<file path="src/rtl/pong_ball_ctrl.sv">
// Ball motion, paddle/wall bounce, scoring and serve/play/over sequencing for the pong server.
// Optional BALL_SPEEDUP_EN: each paddle hit raises the ball step up to MAX_STEP, and each serve restores it.
module pong_ball_ctrl #(
  parameter int SCREEN_W    = 800,
  parameter int SCREEN_H    = 600,
  parameter int BALL_SIZE   = 10,
  parameter int PADDLE_H    = 100,
  parameter int PADDLE_W    = 10,
  parameter int PADDLE_X1   = 40,
  parameter int PADDLE_X2   = 750,
  parameter int BALL_STEP   = 4,
  parameter int MAX_STEP    = 12,
  parameter int TICK_DIV    = 833333,
  parameter int SERVE_TICKS = 60,
  parameter int WIN_SCORE   = 7
) (
  input  logic        clock,
  input  logic        reset_n,
  input  logic        start,
  input  logic [10:0] p1_y,
  input  logic [10:0] p2_y,
  output logic [10:0] ball_x,
  output logic [10:0] ball_y,
  output logic [3:0]  score1,
  output logic [3:0]  score2,
  output logic        frame_tick,
  output logic        game_over
);

  localparam int TICK_W  = (TICK_DIV > 1) ? $clog2(TICK_DIV) : 1;
  localparam int SERVE_W = $clog2(SERVE_TICKS + 1);
  localparam int STEP_W  = $clog2(MAX_STEP + 1);

  localparam logic [10:0]         CX         = 11'((SCREEN_W - BALL_SIZE) / 2);
  localparam logic [10:0]         CY         = 11'((SCREEN_H - BALL_SIZE) / 2);
  localparam logic signed [11:0]  X_MAX      = 12'(SCREEN_W - BALL_SIZE);
  localparam logic signed [11:0]  Y_MAX      = 12'(SCREEN_H - BALL_SIZE);
  localparam logic signed [11:0]  P1_FACE    = 12'(PADDLE_X1 + PADDLE_W);
  localparam logic signed [11:0]  P2_FACE    = 12'(PADDLE_X2 - BALL_SIZE);
  localparam logic [STEP_W-1:0]   STEP_INIT  = STEP_W'(BALL_STEP);
  localparam logic [TICK_W-1:0]   TICK_LAST  = TICK_W'(TICK_DIV - 1);
  localparam logic [SERVE_W-1:0]  SERVE_LAST = SERVE_W'(SERVE_TICKS - 1);
  localparam logic [3:0]          WIN        = 4'(WIN_SCORE);

  typedef enum logic [1:0] {S_IDLE, S_SERVE, S_PLAY, S_OVER} state_t;

  state_t               state_q, state_d;
  logic [TICK_W-1:0]    tick_cnt_q, tick_cnt_d;
  logic [SERVE_W-1:0]   serve_cnt_q, serve_cnt_d;
  logic [10:0]          ball_x_q, ball_x_d, ball_y_q, ball_y_d;
  logic                 dx_neg_q, dx_neg_d, dy_neg_q, dy_neg_d;
  logic [3:0]           score1_q, score1_d, score2_q, score2_d;
  logic                 game_over_q, game_over_d;
  logic [STEP_W-1:0]    step;
  logic signed [11:0]   bx_s, by_s, step_s, nx, ny;
  logic [12:0]          by_bot, p1_bot, p2_bot;
  logic                 p1_hit, p2_hit, miss_l, miss_r;
  logic [3:0]           score1_inc, score2_inc;

  assign frame_tick = (tick_cnt_q == TICK_LAST);
  assign ball_x     = ball_x_q;
  assign ball_y     = ball_y_q;
  assign score1     = score1_q;
  assign score2     = score2_q;
  assign game_over  = game_over_q;

  // Candidate next position and collision predicates, all against the pre-move ball.
  always_comb begin
    bx_s   = signed'({1'b0, ball_x_q});
    by_s   = signed'({1'b0, ball_y_q});
    step_s = signed'(12'(step));
    nx     = dx_neg_q ? (bx_s - step_s) : (bx_s + step_s);
    ny     = dy_neg_q ? (by_s - step_s) : (by_s + step_s);
    by_bot = 13'(ball_y_q) + 13'(BALL_SIZE);
    p1_bot = 13'(p1_y) + 13'(PADDLE_H);
    p2_bot = 13'(p2_y) + 13'(PADDLE_H);
    p1_hit = dx_neg_q && (nx <= P1_FACE) && (bx_s >= P1_FACE) &&
             (by_bot > 13'(p1_y)) && (13'(ball_y_q) < p1_bot);
    p2_hit = !dx_neg_q && (nx >= P2_FACE) && (bx_s <= P2_FACE) &&
             (by_bot > 13'(p2_y)) && (13'(ball_y_q) < p2_bot);
    miss_l = (nx <= 12'sd0);
    miss_r = (nx >= X_MAX);
    score1_inc = score1_q + 4'd1;
    score2_inc = score2_q + 4'd1;
  end

  always_comb begin
    tick_cnt_d  = frame_tick ? '0 : tick_cnt_q + 1'b1;
    state_d     = state_q;
    serve_cnt_d = serve_cnt_q;
    ball_x_d    = ball_x_q;
    ball_y_d    = ball_y_q;
    dx_neg_d    = dx_neg_q;
    dy_neg_d    = dy_neg_q;
    score1_d    = score1_q;
    score2_d    = score2_q;
    game_over_d = game_over_q;
    if (start) begin
      state_d     = S_SERVE;
      serve_cnt_d = '0;
      score1_d    = '0;
      score2_d    = '0;
      ball_x_d    = CX;
      ball_y_d    = CY;
      game_over_d = 1'b0;
    end else if (frame_tick) begin
      case (state_q)
        S_SERVE: begin
          serve_cnt_d = serve_cnt_q + 1'b1;
          if (serve_cnt_q == SERVE_LAST) state_d = S_PLAY;
        end
        S_PLAY: begin
          if (ny <= 12'sd0) begin
            ball_y_d = '0;
            dy_neg_d = 1'b0;
          end else if (ny >= Y_MAX) begin
            ball_y_d = Y_MAX[10:0];
            dy_neg_d = 1'b1;
          end else begin
            ball_y_d = ny[10:0];
          end
          // Paddle contact wins over a miss on the same tick.
          if (p1_hit) begin
            ball_x_d = P1_FACE[10:0];
            dx_neg_d = 1'b0;
          end else if (p2_hit) begin
            ball_x_d = P2_FACE[10:0];
            dx_neg_d = 1'b1;
          end else if (miss_l || miss_r) begin
            ball_x_d    = CX;
            ball_y_d    = CY;
            dx_neg_d    = miss_l;
            dy_neg_d    = dy_neg_q;
            serve_cnt_d = '0;
            if (miss_l) score2_d = score2_inc;
            else        score1_d = score1_inc;
            if ((miss_l && score2_inc == WIN) || (miss_r && score1_inc == WIN)) begin
              state_d     = S_OVER;
              game_over_d = 1'b1;
            end else begin
              state_d = S_SERVE;
            end
          end else begin
            ball_x_d = nx[10:0];
          end
        end
        default: ;
      endcase
    end
  end

  always_ff @(posedge clock or negedge reset_n) begin
    if (!reset_n) begin
      state_q     <= S_IDLE;
      tick_cnt_q  <= '0;
      serve_cnt_q <= '0;
      ball_x_q    <= CX;
      ball_y_q    <= CY;
      dx_neg_q    <= 1'b0;
      dy_neg_q    <= 1'b0;
      score1_q    <= '0;
      score2_q    <= '0;
      game_over_q <= 1'b0;
    end else begin
      state_q     <= state_d;
      tick_cnt_q  <= tick_cnt_d;
      serve_cnt_q <= serve_cnt_d;
      ball_x_q    <= ball_x_d;
      ball_y_q    <= ball_y_d;
      dx_neg_q    <= dx_neg_d;
      dy_neg_q    <= dy_neg_d;
      score1_q    <= score1_d;
      score2_q    <= score2_d;
      game_over_q <= game_over_d;
    end
  end

`ifdef BALL_SPEEDUP_EN
  logic [STEP_W-1:0] step_q, step_d;
  logic              play_tick;

  function automatic logic [STEP_W-1:0] sat_step_inc(input logic [STEP_W-1:0] s);
    if (s >= STEP_W'(MAX_STEP)) return STEP_W'(MAX_STEP);
    return s + 1'b1;
  endfunction

  always_comb begin
    play_tick = (state_q == S_PLAY) && frame_tick && !start;
    step_d    = step_q;
    if (start || (play_tick && !p1_hit && !p2_hit && (miss_l || miss_r)))
      step_d = STEP_INIT;
    else if (play_tick && (p1_hit || p2_hit))
      step_d = sat_step_inc(step_q);
  end

  always_ff @(posedge clock or negedge reset_n) begin
    if (!reset_n) step_q <= STEP_INIT;
    else          step_q <= step_d;
  end

  assign step = step_q;
`else
  assign step = STEP_INIT;
`endif

endmodule

</file>
<file path="config.mk">
export PLATFORM = sky130hd
export DESIGN_NAME = pong_ball_ctrl
export DESIGN_NICKNAME = d
export VERILOG_FILES = /design/src/rtl/pong_ball_ctrl.sv
export SDC_FILE = /design/constraint.sdc
export NUM_CORES = 1
export LEC_CHECK = 0
export CORE_MARGIN = 2
export CORE_UTILIZATION = 40
export DETAILED_ROUTE_END_ITERATION = 8
export PLACE_DENSITY_LB_ADDON = 0.08
export SETUP_SLACK_MARGIN = 0.05
export SYNTH_ARGS = -nofsm -noshare
export SYNTH_HDL_FRONTEND = slang
export SYNTH_SLANG_ARGS = --single-unit
</file>
<file path="constraint.sdc">
create_clock -name clock -period 5.1 [get_ports clock]
set_clock_uncertainty 0.2 [all_clocks]
set_input_delay 0.51 -clock clock [delete_from_list [all_inputs] [get_ports clock]]
set_output_delay 0.51 -clock clock [all_outputs]
set_load 0.05 [all_outputs]
</file>
### Yosys cells after proc, flatten, opt, wreduce, memory -nomap -nowiden

Cells that the tools add are included.

* output and inout bits: 32
* input bits: 25
* word-level logic and storage cells: 136
* flip-flop bits (word level): 61

* eq/ne operators: 14
* order comparisons: 12
* $add $sub $neg: 11
* multiplexer cells: 60
* reductions and logical operators: 28
* bitwise operators: 1

Operators by type and width (number)
* $mux 11: 14
* $mux 4: 14
* $ge 12x11->1 const B: 3
* $mux 6: 5
* $add 11x3->12 const B: 2
* $add 11x7->12 const B: 2
* $gt 12x11->1: 2
* $le 12x1->1 const B: 2
* $lt 11x12->1: 2
* $mux 12: 2
* $reduce_and 6->1: 4
* $sub 11x3->12 const B: 2
* $add 20x1->20 const B: 1
* $eq 20x20->1 const B: 1
* $mux 20: 1
* $mux 1: 15
* $ne 3x3->1 const B: 5
* $mux 2: 7
* $add 11x4->12 const B: 1
* $le 12x7->1 const B: 1
* $pmux 6 s2: 1
* $ge 11x6->1 const B: 1
* $le 11x10->1 const B: 1
* $logic_and 1x1->1: 10
* 16 further kinds: 27

### Longest topological paths before layout

* word-level depth: 12
* gate-level depth with buffers: 16

### Worst setup path before layout

No wires, ideal clock.

* kind: flip-flop to flip-flop
* start point: register ball_y_q[2] (netlist: ball_y[2])
* end point: register ball_y_q[3] (netlist: ball_y[3])
* arrival time: 3.805 ns
* cell stages (with the launch flop): 15
* slack: 1.013 ns
* clock period less this slack: 4.087 ns
* required time: 4.817 ns
* cell sequence: dfstp_2 > ha_1 > o2111ai_1 > nor2_1 > xor2_1 > ha_1 > nand3_1 > or3_1 > a21oi_1 > nor4bb_1 > nor4_1 > a22oi_4 > a211oi_4 > nand2b_1 > o21ai_0

* word-level cells in the longest chain between the ends: 11

RTL lines
* start: declaration: RTL line 50 `logic [10:0] ball_x_q, ball_x_d, ball_y_q, ball_y_d;`
* start signal: assignment: RTL line 169 `ball_y_q <= ball_y_d;`
* $add 11x3->12 or $sub 11x3->12 (tied branches): RTL line 73 `ny = dy_neg_q ? (by_s - step_s) : (by_s + step_s);`
* $mux 12: RTL line 73
* $ge 12x11->1: RTL line 116 `end else if (ny >= Y_MAX) begin`
* $mux 11: RTL line 116
* $mux 11: RTL line 113 `if (ny <= 12'sd0) begin`
* $mux 11: RTL line 129 `end else if (miss_l || miss_r) begin`
* $mux 11: RTL line 126 `end else if (p2_hit) begin`
* $mux 11 (*): RTL line 123 `if (p1_hit) begin`
* $mux 11 (*): RTL line 107 `case (state_q)`
* $mux 11 (*): RTL line 106 `end else if (frame_tick) begin`
* $mux 11 (*): RTL line 98 `if (start) begin`

Mark *: on every way between the ends. The rest lies on a longest branch, timed or not. The select of a mux whose other input is x is not followed.
A chain may end at the register's enable or synchronous reset.

### Worst setup path in the final report

* start point: register dx_neg_q
* end point: register ball_y_q[1] (netlist: ball_y[1])

* word-level cells in the longest chain between the ends: 11

RTL lines
* start: declaration: RTL line 51 `logic dx_neg_q, dx_neg_d, dy_neg_q, dy_neg_d;`
* start signal: assignment: RTL line 170 `dx_neg_q <= dx_neg_d;`
* $mux 12: RTL line 72 `nx = dx_neg_q ? (bx_s - step_s) : (bx_s + step_s);`
* $ge 12x11->1: RTL line 79 `p2_hit = !dx_neg_q && (nx >= P2_FACE) && (bx_s <= P2_FACE) &&`
* $logic_and 1x1->1 (3 in a row): RTL line 79
* $logic_and 1x1->1: RTL line 80 `(by_bot > 13'(p2_y)) && (13'(ball_y_q) < p2_bot);`
* $mux 11: RTL line 126
* $mux 11 (*): RTL line 123
* $mux 11 (*): RTL line 107
* $mux 11 (*): RTL line 106
* $mux 11 (*): RTL line 98

Marks and branches as above.

==> results.py <==
metrics = {
    "pwr": {
        "peakVddDrop_v": 0.000240,
        "p_sw_mw": 0.290,
        "sequentialPowerShare": 0.408,
        "p_int_mw": 0.918,
        "power-per-cell-area_nw_per_um2": 181,
        "switching_share": 0.240,
        "power_frac_clock": 0.491,
        "leakagePower_nw": 2.98,
        "p_comb_frac": 0.101,
    },
    "route": {
        "drc_errors": 0,
        "vias_per_cell": 5.57,
        "wl_per_cell_um": 16.0,
        "drt-initial-drc-count": 276,
        "routed_wl_mm": 14.5,
        "dr_total_vias": 5045,
        "ant_nets": 0,
        "first_pass_iters": 4,
    },
    "sta": {
        "maxSlewViolCount": 0,
        "fin_crit_ns": 4.32,
        "worst_pin_slew_ns": 0.772,
        "finalWorstSetupSlack_ns": 0.780,
        "max_slew_margin": 0.486,
        "report.final.hold_viol_count": 0,
        "fmax_mhz": 231,
        "fin_hold_ws_ns": 0.134,
        "setup_viol": 0,
        "grt_setup_unrepaired": "false",
        "min_period_over_period": 0.847,
        "fin_tns_setup_ns": 0,
    },
    "place": {
        "dp_hpwl_mm": 11.0,
        "gp_congestion": 0.857,
        "dp_worst_setup_slack_ns": 0.680,
        "port_buffers": 56,
        "dpl-instance-area_um2": 6370,
    },
    "clock_tree": {
        "path_clk_slew_ns": 0.06,
        "cts_tree": "yes",
        "h-tree-depth": 3,
        "post_cts_buffers": 0,
        "clk-insertion-delay-late_ns": 0.33,
        "cts_made_buffers": 9,
        "root_buffer": "clkbuf_16",
        "cts_hold_buf": 0,
        "cts.sinks": 61,
        "cts_resized": 0,
        "ctsLongestPathBuffers": 2,
    },
    "yosys": {
        "synth_top_family_by_area": "simple AND/OR/NAND/NOR gates",
        "synth_top_area_share": 0.228,
        "async_flop_share": 1.00,
        "yosysTopAreaCell": "dfrtp_1",
        "synth-adder-area-share": 0.170,
        "synth_cell_types": 71,
        "syn_area_per_cell_um2": 8.50,
        "yosysSeqAreaShare": 0.275,
        "synth_edf_count": 0,
        "synth.most_common_cell": "ha_1",
        "post_synth_inst_count": 659,
        "syn-num-nets": 759,
        "synth.mux.area_fraction": 0.00179,
        "synth-compound-area-share": 0.204,
        "synthTopCellsByCount": "ha_1 (73), nor2_1 (68), nand2_1 (55)",
        "syn-cell-area_um2": 5600,
        "ys_warn_count": 0,
        "ys_seq_elements": 61,
        "yosys-top-cells-area": "dfrtp_1 (23%), ha_1 (16%), xnor2_1 (5.6%)",
        "synth_ff_type": "dfrtp_1",
        "synth_xor_area_frac": 0.0875,
        "synth-simple-area-share": 0.227,
    },
    "cells_and_area": {
        "drive_above_1_share": 0.0717,
        "area_growth_pct": 19.0,
        "design_area_um2": 6670,
        "nets": 820,
        "fillers": 1376,
        "antenna_cells": 0,
    },
    "critical_path": {
        "crit_slowest_cell": "dfrtp_1",
        "crit_chain": "inv_1 > fa_1 > nand2b_1 > a211oi_2 > mux2i_1 > a2111oi_4 > a41o_1 > nand3b_1 > a31oi_2 > o211ai_1 > a21boi_0",
        "path_max_fanout": 13,
        "slowest_delay_ns": 0.64,
        "start_kind": "register",
        "crit_required_ns": 5.15,
        "criticalPathCategory": "reg -> reg",
        "cp.arrival_ns": 4.38,
        "end_kind": "register",
    },
    "floorplanning": {
        "row_count": 43,
        "die_h_um": 122,
        "fp.dieW_um": 122,
        "initial_core_util": 0.407,
        "die_area_um2": 15000,
        "design.core.area_um2": 13800,
        "io_pins": 57,
    },
    "status": {
        "outcome": "complete, no violations",
    },
    "job": {
        "cap_viol_max_count": 0,
    },
    "global_routing": {
        "overflow": 0,
        "grtUsageTotal": 0.204,
        "grt_max_degree": 62,
        "grt_pass1_vias": 4908,
        "antenna_found_initial": 0,
        "grt_pass1_wl_mm": 24.4,
    },
    "min_path": {
        "hp-class": "in -> async",
    },
}
-- metal layers --
metal	GRT usage	vias to the layer above	wire (um)
li1	-	2522	-
met1	0.274	2401	6560
met2	0.346	98	7070
met3	0.0237	24	565
met4	0.0596	0	292
met5	0	-	0
-- layout make-up --
cell class / instances / area, um^2 / share of cell area
sequential: 61 / 1540 / 0.231
multi-input combinational: 547 / 3870 / 0.580
tap: 180 / 225 / 0.0338
timing repair buffer: 61 / 593 / 0.0890
inverter: 40 / 150 / 0.0225
clock inverter: 7 / 66.3 / 0.00995
clock buffer: 9 / 225 / 0.0338
-- layout by cell type (no fill, tap or decap), types with 4 or more instances in the layout --
cell type and count:
a211oi_1 8, a21o_1 10, a21oi_1 40, a22o_1 4, a31oi_1 7, and2_1 6, and3_1 13, buf_4 5
clkbuf_16 9, clkdlybuf4s50_1 55, clkinv_2 4, dfrtp_1 51, dfstp_2 10, ha_1 73, inv_1 39, nand2_1 55
nand2b_1 11, nand3_1 36, nand4_1 9, nor2_1 68, nor2b_1 9, nor3_1 11, nor4_1 4, o211ai_1 10
o21a_1 6, o21ai_0 29, o22ai_1 4, o31ai_1 5, or2_2 6, or3_1 9, xnor2_1 36, xor2_1 20
-- per-stage QoR --
step / instances / util / power (mW)
2_1_floorplan: 659 / - / 0.569
3_3_place_gp: 889 / 0.463 / 0.620
3_5_place_dp: 889 / 0.463 / 0.623
4_1_cts: 905 / 0.484 / 1.23
5_1_grt: 905 / 0.484 / 1.27
6_report: 905 / 0.484 / 1.21
-- flip-flops by register name, summed over array words and instances (netlist names) --
signal / count
tick_cnt_q: 20
ball_x: 11
ball_y: 11
serve_cnt_q: 6
score1: 4
score2: 4
state_q: 2
dx_neg_q: 1
dy_neg_q: 1
game_over: 1
-- path summary, 6_finish.rpt --
kind / depth (start not counted) / end / slack [ns] / startpoint
setup / recovery: 11 / ball_y[1] / 0.78 / dx_neg_q
hold / removal: 2 / score1[2] / 0.13 / reset_n
setup reg to reg: 11 / ball_y[1] / 0.78 / dx_neg_q
hold reg to reg: 1 / tick_cnt_q[0] / 0.27 / tick_cnt_q[0]
max in group asynchronous: 2 / tick_cnt_q[11] / 4.05 / reset_n
min in group clock: 1 / tick_cnt_q[0] / 0.27 / tick_cnt_q[0]
-- critical path: cells and delay by family, from the launching register on --
family / cells / cell delay, ns
AOI/OAI and AO/OA: 6 / 1.84
muxes: 1 / 0.14
and+or+nand+nor: 2 / 0.70
adders and majority gates: 1 / 0.47
DFF: 1 / 0.64
buffers and inverters: 1 / 0.26
-- cells by family (layout without fill, tap and decap cells) --
family,after synthesis,after routing
compound gates,161,161
xor+xnor,56,56
fa+ha+maj,75,75
buf+inv,51,117
flops,61,61
mux,1,1
simple gates,254,254
-- power groups by stage --
stage               clock, mW  combinational (mW)  sequential [mW]
CTS                     0.610               0.123            0.493
floorplan                   0              0.0650            0.504
global placement            0               0.119            0.501
detailed placement          0               0.122            0.501
finish                  0.594               0.121            0.493
global route            0.637               0.138            0.493
Note: power is estimated with default switching activity, not from simulation.
